===== src/rtl/cache_refill_ctrl_pkg.sv =====
// cache_refill_ctrl_pkg: shared constants, FSM encoding and address helper for the refill controller.
package cache_refill_ctrl_pkg;
  localparam int LINE_WORDS = 8;
  localparam int ADDR_W = 32;
  localparam int OFFSET_W = 5;
  localparam logic TYPE_WORD = 1'b0;
  localparam logic TYPE_LINE = 1'b1;
  typedef enum logic [2:0] {
    IDLE, WB_REQ, WB_WAIT, RD_REQ, RD_RECV, INSTALL, UC_WR_REQ, UC_WR_WAIT
  } state_e;
  function automatic logic [ADDR_W-1:0] line_align(input logic [ADDR_W-1:0] a);
    return {a[ADDR_W-1:OFFSET_W], {OFFSET_W{1'b0}}};
  endfunction
endpackage


===== src/rtl/cache_refill_ctrl_if.sv =====
// cache_refill_ctrl_if: request/ack bridge interface; master = refill controller, slave = AXI bridge.
interface cache_refill_ctrl_if;
  import cache_refill_ctrl_pkg::*;
  logic                       rd_req;
  logic                       rd_type;
  logic [ADDR_W-1:0]          rd_addr;
  logic                       rd_rdy;
  logic                       ret_valid;
  logic                       ret_last;
  logic [31:0]                ret_data;
  logic                       wr_req;
  logic                       wr_type;
  logic [ADDR_W-1:0]          wr_addr;
  logic [3:0]                 wr_wstrb;
  logic [32*LINE_WORDS-1:0]   wr_data;
  logic                       wr_rdy;
  logic                       wr_done;
  modport master (
    output rd_req, rd_type, rd_addr, wr_req, wr_type, wr_addr, wr_wstrb, wr_data,
    input  rd_rdy, ret_valid, ret_last, ret_data, wr_rdy, wr_done
  );
  modport slave (
    input  rd_req, rd_type, rd_addr, wr_req, wr_type, wr_addr, wr_wstrb, wr_data,
    output rd_rdy, ret_valid, ret_last, ret_data, wr_rdy, wr_done
  );
endinterface


===== src/rtl/cache_refill_ctrl_refill_line_buf.sv =====
// refill_line_buf: assembles read beats into a cacheline; counter clears per burst and wraps mod LINE_WORDS.
module refill_line_buf
  import cache_refill_ctrl_pkg::*;
(
  input  logic                     clk,
  input  logic                     rst,
  input  logic                     clr_i,
  input  logic                     we_i,
  input  logic [31:0]              data_i,
  output logic [32*LINE_WORDS-1:0] line_o
);
  localparam int CW = $clog2(LINE_WORDS);
  logic [LINE_WORDS-1:0][31:0] mem_q;
  logic [CW-1:0] cnt_q;
  always_ff @(posedge clk) begin
    if (rst) begin
      mem_q <= '0;
      cnt_q <= '0;
    end else if (clr_i) begin
      cnt_q <= '0;
    end else if (we_i) begin
      mem_q[cnt_q] <= data_i;
      cnt_q <= (cnt_q == CW'(LINE_WORDS - 1)) ? '0 : cnt_q + 1'b1;
    end
  end
  assign line_o = mem_q;
endmodule


===== src/rtl/cache_refill_ctrl.sv =====
// cache_refill_ctrl: miss handler (dirty writeback, line refill, uncached access).
// Define CACHE_REFILL_PERF_EN to add perf_miss_cnt/perf_wb_cnt/perf_stall_cnt outputs.
module cache_refill_ctrl
  import cache_refill_ctrl_pkg::*;
(
  input  logic                     clk,
  input  logic                     rst,
  input  logic                     miss,
  input  logic                     write_back,
  input  logic [ADDR_W-1:0]        axi_raddr,
  input  logic [ADDR_W-1:0]        axi_waddr,
  input  logic [32*LINE_WORDS-1:0] victim_data,
  input  logic                     uc_req,
  input  logic [3:0]               uc_wen,
  input  logic [31:0]              uc_wdata,
  cache_refill_ctrl_if.master      bus,
  output logic                     refresh,
  output logic [32*LINE_WORDS-1:0] refill_line,
  output logic                     uc_done,
  output logic [31:0]              uc_rdata,
  output logic                     busy
`ifdef CACHE_REFILL_PERF_EN
  ,
  output logic [31:0]              perf_miss_cnt,
  output logic [31:0]              perf_wb_cnt,
  output logic [31:0]              perf_stall_cnt
`endif
);
  state_e state_q, state_d;
  logic line_q;
  logic [ADDR_W-1:0] raddr_q, waddr_q;
  logic [32*LINE_WORDS-1:0] wdata_q;
  logic [3:0] wstrb_q;
  logic last_beat, uc_rd_done;
  always_comb begin
    state_d = state_q;
    case (state_q)
      IDLE:       state_d = miss ? (write_back ? WB_REQ : RD_REQ) :
                            uc_req ? (|uc_wen ? UC_WR_REQ : RD_REQ) : IDLE;
      WB_REQ:     state_d = bus.wr_rdy ? WB_WAIT : WB_REQ;
      WB_WAIT:    state_d = bus.wr_done ? RD_REQ : WB_WAIT;
      RD_REQ:     state_d = bus.rd_rdy ? RD_RECV : RD_REQ;
      RD_RECV:    state_d = last_beat ? (line_q ? INSTALL : IDLE) : RD_RECV;
      INSTALL:    state_d = IDLE;
      UC_WR_REQ:  state_d = bus.wr_rdy ? UC_WR_WAIT : UC_WR_REQ;
      UC_WR_WAIT: state_d = bus.wr_done ? IDLE : UC_WR_WAIT;
      default:    state_d = IDLE;
    endcase
  end
  // Request context is captured once on leaving IDLE so later tag-stage changes cannot disturb it.
  always_ff @(posedge clk) begin
    if (rst) begin
      state_q <= IDLE;
      line_q  <= 1'b0;
      raddr_q <= '0;
      waddr_q <= '0;
      wdata_q <= '0;
      wstrb_q <= '0;
    end else begin
      state_q <= state_d;
      if (state_q == IDLE && state_d != IDLE) begin
        line_q  <= miss;
        raddr_q <= miss ? line_align(axi_raddr) : axi_raddr;
        waddr_q <= miss ? line_align(axi_waddr) : axi_raddr;
        wdata_q <= miss ? victim_data : {{(32*LINE_WORDS-32){1'b0}}, uc_wdata};
        wstrb_q <= miss ? 4'hF : uc_wen;
      end
    end
  end
  assign last_beat    = state_q == RD_RECV && bus.ret_valid && bus.ret_last;
  assign uc_rd_done   = last_beat && !line_q;
  assign bus.rd_req   = state_q == RD_REQ;
  assign bus.rd_type  = line_q ? TYPE_LINE : TYPE_WORD;
  assign bus.rd_addr  = raddr_q;
  assign bus.wr_req   = state_q == WB_REQ || state_q == UC_WR_REQ;
  assign bus.wr_type  = line_q ? TYPE_LINE : TYPE_WORD;
  assign bus.wr_addr  = waddr_q;
  assign bus.wr_wstrb = wstrb_q;
  assign bus.wr_data  = wdata_q;
  assign refresh      = state_q == INSTALL;
  assign uc_done      = uc_rd_done || (state_q == UC_WR_WAIT && bus.wr_done);
  assign uc_rdata     = uc_rd_done ? bus.ret_data : '0;
  assign busy         = state_q != IDLE;
  refill_line_buf u_buf (
    .clk    (clk),
    .rst    (rst),
    .clr_i  (state_q == RD_REQ && bus.rd_rdy),
    .we_i   (state_q == RD_RECV && bus.ret_valid),
    .data_i (bus.ret_data),
    .line_o (refill_line)
  );
`ifdef CACHE_REFILL_PERF_EN
  always_ff @(posedge clk) begin
    if (rst) begin
      perf_miss_cnt  <= '0;
      perf_wb_cnt    <= '0;
      perf_stall_cnt <= '0;
    end else begin
      if (state_q == IDLE && miss) perf_miss_cnt <= perf_miss_cnt + 1'b1;
      if (state_q == IDLE && miss && write_back) perf_wb_cnt <= perf_wb_cnt + 1'b1;
      if (busy) perf_stall_cnt <= perf_stall_cnt + 1'b1;
    end
  end
`endif
endmodule


===== src/flat_wrapper.sv =====
// flat-port wrapper written by rule: the top's interface ports become plain ports
module cache_refill_ctrl_flat import cache_refill_ctrl_pkg::*;
  (clk, rst, miss, write_back, axi_raddr, axi_waddr, victim_data, uc_req, uc_wen, uc_wdata, refresh, refill_line, uc_done, uc_rdata, busy, bus_rd_req, bus_rd_type, bus_rd_addr, bus_wr_req, bus_wr_type, bus_wr_addr, bus_wr_wstrb, bus_wr_data, bus_rd_rdy, bus_ret_valid, bus_ret_last, bus_ret_data, bus_wr_rdy, bus_wr_done);
  cache_refill_ctrl_if bus_i ();
  input  logic clk;
  input  logic rst;
  input  logic miss;
  input  logic write_back;
  input  logic [ADDR_W-1:0] axi_raddr;
  input  logic [ADDR_W-1:0] axi_waddr;
  input  logic [32*LINE_WORDS-1:0] victim_data;
  input  logic uc_req;
  input  logic [3:0] uc_wen;
  input  logic [31:0] uc_wdata;
  output logic refresh;
  output logic [32*LINE_WORDS-1:0] refill_line;
  output logic uc_done;
  output logic [31:0] uc_rdata;
  output logic busy;
  output wire logic [$bits(bus_i.rd_req)-1:0] bus_rd_req;
  output wire logic [$bits(bus_i.rd_type)-1:0] bus_rd_type;
  output wire logic [$bits(bus_i.rd_addr)-1:0] bus_rd_addr;
  output wire logic [$bits(bus_i.wr_req)-1:0] bus_wr_req;
  output wire logic [$bits(bus_i.wr_type)-1:0] bus_wr_type;
  output wire logic [$bits(bus_i.wr_addr)-1:0] bus_wr_addr;
  output wire logic [$bits(bus_i.wr_wstrb)-1:0] bus_wr_wstrb;
  output wire logic [$bits(bus_i.wr_data)-1:0] bus_wr_data;
  input wire logic [$bits(bus_i.rd_rdy)-1:0] bus_rd_rdy;
  input wire logic [$bits(bus_i.ret_valid)-1:0] bus_ret_valid;
  input wire logic [$bits(bus_i.ret_last)-1:0] bus_ret_last;
  input wire logic [$bits(bus_i.ret_data)-1:0] bus_ret_data;
  input wire logic [$bits(bus_i.wr_rdy)-1:0] bus_wr_rdy;
  input wire logic [$bits(bus_i.wr_done)-1:0] bus_wr_done;
  assign bus_rd_req = bus_i.rd_req;
  assign bus_rd_type = bus_i.rd_type;
  assign bus_rd_addr = bus_i.rd_addr;
  assign bus_wr_req = bus_i.wr_req;
  assign bus_wr_type = bus_i.wr_type;
  assign bus_wr_addr = bus_i.wr_addr;
  assign bus_wr_wstrb = bus_i.wr_wstrb;
  assign bus_wr_data = bus_i.wr_data;
  assign bus_i.rd_rdy = bus_rd_rdy;
  assign bus_i.ret_valid = bus_ret_valid;
  assign bus_i.ret_last = bus_ret_last;
  assign bus_i.ret_data = bus_ret_data;
  assign bus_i.wr_rdy = bus_wr_rdy;
  assign bus_i.wr_done = bus_wr_done;
  cache_refill_ctrl u_core (.clk(clk), .rst(rst), .miss(miss), .write_back(write_back), .axi_raddr(axi_raddr), .axi_waddr(axi_waddr), .victim_data(victim_data), .uc_req(uc_req), .uc_wen(uc_wen), .uc_wdata(uc_wdata), .bus(bus_i), .refresh(refresh), .refill_line(refill_line), .uc_done(uc_done), .uc_rdata(uc_rdata), .busy(busy));
endmodule

===== config.mk =====
export PLATFORM = sky130hd
export DESIGN_NAME = cache_refill_ctrl_flat
export DESIGN_NICKNAME = d
export VERILOG_FILES = /design/src/rtl/cache_refill_ctrl_pkg.sv /design/src/rtl/cache_refill_ctrl_if.sv /design/src/rtl/cache_refill_ctrl_refill_line_buf.sv /design/src/rtl/cache_refill_ctrl.sv /design/src/flat_wrapper.sv
export SDC_FILE = /design/constraint.sdc
export NUM_CORES = 1
export LEC_CHECK = 0
export ABC_AREA = 1
export BUFFER_PORTS_ARGS = -buffer_cell sky130_fd_sc_hd__buf_2
export CAP_MARGIN = 15
export CORE_AREA = 4 4 395 397
export CTS_BUF_LIST = sky130_fd_sc_hd__clkbuf_16
export DETAILED_ROUTE_END_ITERATION = 7
export DIE_AREA = 0 0 399 401
export GPL_ROUTABILITY_DRIVEN = 0
export MAX_ROUTING_LAYER = met4
export PLACE_DENSITY = 0.3
export SLEW_MARGIN = 15
export SYNTH_ARGS = -nofsm -noshare
export SYNTH_HDL_FRONTEND = slang
export SYNTH_SLANG_ARGS = --single-unit
export TNS_END_PERCENT = 1

===== constraint.sdc =====
create_clock -name clk -period 2.5 [get_ports clk]
set_input_delay 0.375 -clock clk [delete_from_list [all_inputs] [get_ports clk]]
set_output_delay 0.375 -clock clk [all_outputs]
set_load 0.05 [all_outputs]

==> metrics.yaml, run 1 <==
synthesis:
  synth_area_mm2: 0.02139
  ys_types: 28
  ys_seq_elements: 582
  synth_warnings: 0
  ys_seq_area_frac: 0.5448
  synth.avg_cell_area_um2: 7.633
  syn-num-nets: 3202
  synthesis.instances: 2802
clock_network:
  cts_root_buf: "clkbuf_16"
  cts_buffers: 79
  clock_path_buffers: 3
  cts_max_level: 3
  clock_sink_count: 582
run_status:
  status: "aborted with a tool error"
  tool.error: "[ERROR DRT-0255] Maze Route cannot find path of net bus_wr_data[95] in worker of routeBox ( 386400 193200 ) ( 399000 241500 )."
  stop_stage: "detailed routing (5_2_route)"
grt:
  grt_max_degree: 136
  antenna_found_initial: 13
  track_usage: 0.1540
  grt_overflow_total: 0
  grt_pass1_vias: 23029
  grt_pass1_wl_um: 173800
sta:
  crit_endpoint: "uc_rdata[13]"
  worst-ep-kind: "primary output"
placed_design:
  hpwl_um: 93280
  port-buffer-count: 1011
  placedInstanceArea_mm2: 0.02905
floorplanning:
  row_count: 143
  ios: 1017
  die_w_um: 399
  start_util: 0.1408
  die_h_um: 401
timing repair:
| action | CTS | global route |
|---|---|---|
| gates resized for setup | 123 | 16 |
| pin swaps | 3 | 1 |
| hold buffers | 303 | 0 |
| gates cloned | 3 | 0 |
| endpoints found under the hold margin | 284 | 0 |
| setup buffers | 7 | 0 |
| setup endpoints to repair | 35 | 40 |
stage by stage:
step / cells / setup slack, ns / util
2_1_floorplan: 2802 / 0.2250 / -
3_3_place_gp: 5729 / 0.05099 / 0.1912
3_5_place_dp: 5729 / 0.03276 / 0.1912
4_1_cts: 6180 / -0.1010 / 0.2303
5_1_grt: 6192 / -0.1063 / 0.2310
cells by family after synthesis:
group	after synthesis	share of synthesized area
adders and majority gates	2	0.001170
AOI/OAI and AO/OA	780	0.1833
and+or+nand+nor	1033	0.1866
buffers and inverters	405	0.08413
DFF	582	0.5448
layer usage:
layer,global-route usage
met4,0.05761
met5,-
met2,0.2440
met1,0.1738
met3,0.06233
Yosys cell counts:
library cell / number / area, um2
o21ai_2: 1 / 8.760
buf_1: 7 / 26.28
inv_1: 165 / 619.3
buf_2: 24 / 120.1
buf_12: 1 / 20.02
o21ai_0: 267 / 1336
a31oi_2: 1 / 12.51
nand2_2: 3 / 18.77
dfxtp_1: 582 / 11650
clkbuf_2: 3 / 15.01
nand3_2: 1 / 10.01
nor3_1: 3 / 15.01
buf_4: 21 / 157.7
clkinv_1: 34 / 127.6
inv_2: 3 / 11.26
a21oi_1: 491 / 2457
nand2_1: 804 / 3018
nor2_1: 197 / 739.5
clkbuf_1: 127 / 476.7
buf_6: 20 / 225.2
nor2_2: 4 / 25.02
ha_1: 2 / 25.02
nand4_1: 2 / 12.51
or2_2: 1 / 6.260
nand3_1: 9 / 45.04
o21ai_1: 18 / 90.09
nor2_4: 9 / 101.4
a211oi_1: 2 / 15.01
==> inputs of run 2 (changes only) <==
Settings changed: CORE_AREA 4 4 395 397 to 4 4 391 393, CTS_BUF_LIST sky130_fd_sc_hd__clkbuf_16 to default, DIE_AREA 0 0 399 401 to 0 0 395 397, MAX_ROUTING_LAYER met4 to default, PLACE_DENSITY 0.3 to default, PLACE_DENSITY_LB_ADDON from default to 0.15.
==> run 2 against run 1 <==
Against the previous run: the flow now finishes, with violations (setup timing); synthesized cell count is the same; global-route usage is 0.59 points lower; area after synthesis stayed put.
==> metrics.yaml, run 2 <==
detailed_routing:
  drt.antenna.violating_nets: 0
  vias: 22919
  wl_per_cell_um: 19.94
  dr.pass1.iters: 5
  routed_wl_um: 122000
  drt_iter0_markers: 1098
  viasPerCell: 3.746
  drc: 0
worst_setup_path:
  crit_path_end_kind: "primary output"
  r2r_cells: 12
  critPathLaunchType: "flop"
  regToRegStartpoint: "u_core.state_q[0]"
  crit_required_ns: 2.12
  r2r-end: "u_core.bus.wr_data[141]"
  crit_family: "buffers and inverters"
  worst-path-buf-inv: 3
  cpMaxStageDelayCell: "dfxtp_4"
  path_class: "reg2out"
  crit_top_cell: "nor2_4"
  path_cells: "nor2_4, nand3_2, nor3_4, bufinv_16, buf_12, nor2_4, buf_8"
  arrival_ns: 2.13
  regToRegSetupSlack_ns: 0.21
  crit_path_max_incr_delay_ns: 0.35
  critical_path.max_fanout: 7
sta:
  finalClockSkew_ns: 0.04740
  max_freq_ghz: 0.3997
  hold_viol: 0
  hold_ws_ns: 0.08137
  period_share: 1.001
  finalSetupViolCount: 1
  layout_min_cycle_time_ns: 2.502
  slew_violations: 0
  tightest_slew_ns: 0.9137
  fin_ws_ns: -0.002093
  slew_headroom: 0.3908
  rsz0062_at_grt: "yes"
synthesis:
  ys_seq_elements: 582
  ys_seq_area_frac: 0.5448
  synth.avg_cell_area_um2: 7.633
  yosysMostFrequentCell: "nand2_1"
  synth_top_flop_cell: "dfxtp_1"
  synth_area_mm2: 0.02139
  syn-num-nets: 3202
  synth_top_area_frac: 0.5448
  async_reset_ff_frac: 0
  synth_warnings: 0
  synthTopCellsByArea: "dfxtp_1, nand2_1, a21oi_1, o21ai_0, nor2_1"
  synth_top_cell_by_area: "dfxtp_1"
  yosys-top-cells-count: "nand2_1, dfxtp_1, a21oi_1"
  ys_types: 28
  synthesis.instances: 2802
  synth_edf_count: 0
clock_network:
  insertion_delay_ns: 0.66
  cts_tree: "built"
  cts_max_level: 3
  clock_sink_count: 582
  cts_buffers: 78
  cts_root_buf: "clkbuf_16"
  clock_path_buffers: 3
  clkSlewWorstSetupHoldPaths_ns: 0.06
hold_path:
  min_from: "uc_wdata[20]"
  hold_depth: 5
  min_path_type: "in2reg"
  hold_end: "u_core.bus.wr_data[20]"
floorplanning:
  start_util: 0.1431
  die-area_mm2: 0.1568
  ios: 1017
  row_count: 142
  die_w_um: 395
  coreArea_mm2: 0.1494
  die_h_um: 397
grt:
  met3_usage: 0.05710
  grt_pass1_vias: 22633
  grt_max_degree: 144
  grt_pass1_wl_um: 169900
  use_met2: 0.2475
  grt_overflow_total: 0
  met1_usage: 0.1723
  track_usage: 0.1481
  grt.busiest_layer: "met2"
  antenna_found_initial: 16
pwr:
  p_sw_w: 0.01835
  peakVddDrop_mv: 0.4667
  p_comb_frac: 0.429
  sw_frac_of_total: 0.4608
  internal_power_w: 0.02148
  pwr-share-clk: 0.275
  leakage_nw: 16.38
  power_density_mw_per_mm2: 1153
  p_seq_frac: 0.296
run:
  maxCapViolCount: 0
cells_and_area:
  nets: 4445
  syn2layout_area_growth_pct: 61.55
  final_common_cell: "buf_2"
  drive_gt1_frac: 0.3133
  final_util: 0.2312
  final_cells: 6118
  mostFrequentLayoutCells: "buf_2, nand2_1, dfxtp_1, a21oi_1, o21ai_0"
placed_design:
  dp.cells: 5721
  port-buffer-count: 1011
  hpwl_um: 92190
run_status:
  status: "complete, but fails checks"
  failed_checks: "setup timing"
run 2: power by group through the flow:
| stage | combinational, W | clock, W | sequential (W) |
|---|---|---|---|
| after floorplan | 0.00604 | 0 | 0.0175 |
| after global placement | 0.0169 | 0 | 0.0119 |
| after detailed placement | 0.0168 | 0 | 0.0120 |
| after CTS | 0.0174 | 0.0114 | 0.0118 |
| after global routing | 0.0185 | 0.0118 | 0.0120 |
| final | 0.0171 | 0.0110 | 0.0118 |
run 2: how the worst max path moves through the flow:
stage                                  from           end  slack (ns)  depth (start not counted)
after floorplan           u_core.state_q[0]  uc_rdata[10]        0.23                          7
after global placement         bus_ret_last  uc_rdata[29]        0.13                          7
after detailed placement  u_core.state_q[0]       uc_done        0.14                          6
after CTS                 u_core.state_q[0]   uc_rdata[7]       -0.15                          8
after global routing      u_core.state_q[1]  uc_rdata[29]       -0.12                          7
final                     u_core.state_q[1]  uc_rdata[29]      -0.002                          7
run 2: kinds of logic (layout without fill, tap and decap cells):
logic type               count (synthesis)  after routing  share of synthesized area
AND/OR/NAND/NOR                       1033           1033                     0.1866
AO/OA/AOI/OAI                          780            780                     0.1833
flip-flops                             582            582                     0.5448
buffers and inverters                  405           1701                    0.08413
adder cells (fa/ha/maj)                  2              2                   0.001170
other                                    0              4                          0
run 2: routing by layer:
metal	vias to the layer above	share of wire
met4	14	0.033
li1	11429	-
met1	10506	0.41
met3	158	0.089
met5	-	0.00083
met2	812	0.47
run 2: area by class of cell:
| class | instances | area [um2] |
|---|---|---|
| Fill cell | 16843 | 114900 |
| Sequential cell | 582 | 11660 |
| Timing Repair Buffer | 1364 | 8929 |
| Multi-Input combinational cell | 1815 | 8137 |
| Tap cell | 2016 | 2522 |
| Clock buffer | 116 | 2245 |
| Inverter | 202 | 792.0 |
| Clock inverter | 17 | 234.0 |
| Timing Repair inverter | 2 | 22.52 |
| Antenna cell | 4 | 10.01 |
run 2: what timing repair did:
| item | in CTS | in global routing |
|---|---|---|
| resized for setup | 117 | 35 |
| pin swaps | 5 | 5 |
| endpoints found under the setup margin | 34 | 34 |
| buffers inserted | 6 | 1 |
| hold buffers | 250 | 0 |
| cloned | 3 | 0 |
| hold endpoints to repair | 235 | 0 |
run 2: worst register-to-register path: cells and delay by family, from the launching register on:
| kind | cells | cell delay [ns] |
|---|---|---|
| AND/OR/NAND/NOR | 7 | 0.85 |
| buffers and inverters | 3 | 0.70 |
| flip-flops | 1 | 0.35 |
| AO/OA/AOI/OAI | 2 | 0.30 |
run 2: metrics by stage:
step	power, W	cell area (um2)	worst slack (ns)	TNS [ns]
after detailed placement	0.02878	28950	0.1365	0
final	0.03983	34550	-0.002093	-0.002093
after global placement	0.02879	28950	0.1282	0
after floorplan	0.02354	21390	0.2250	0
after CTS	0.04065	34400	-0.1535	-3.491
after global routing	0.04223	34540	-0.1167	-2.510
Note: power is estimated with default switching activity, not from simulation.
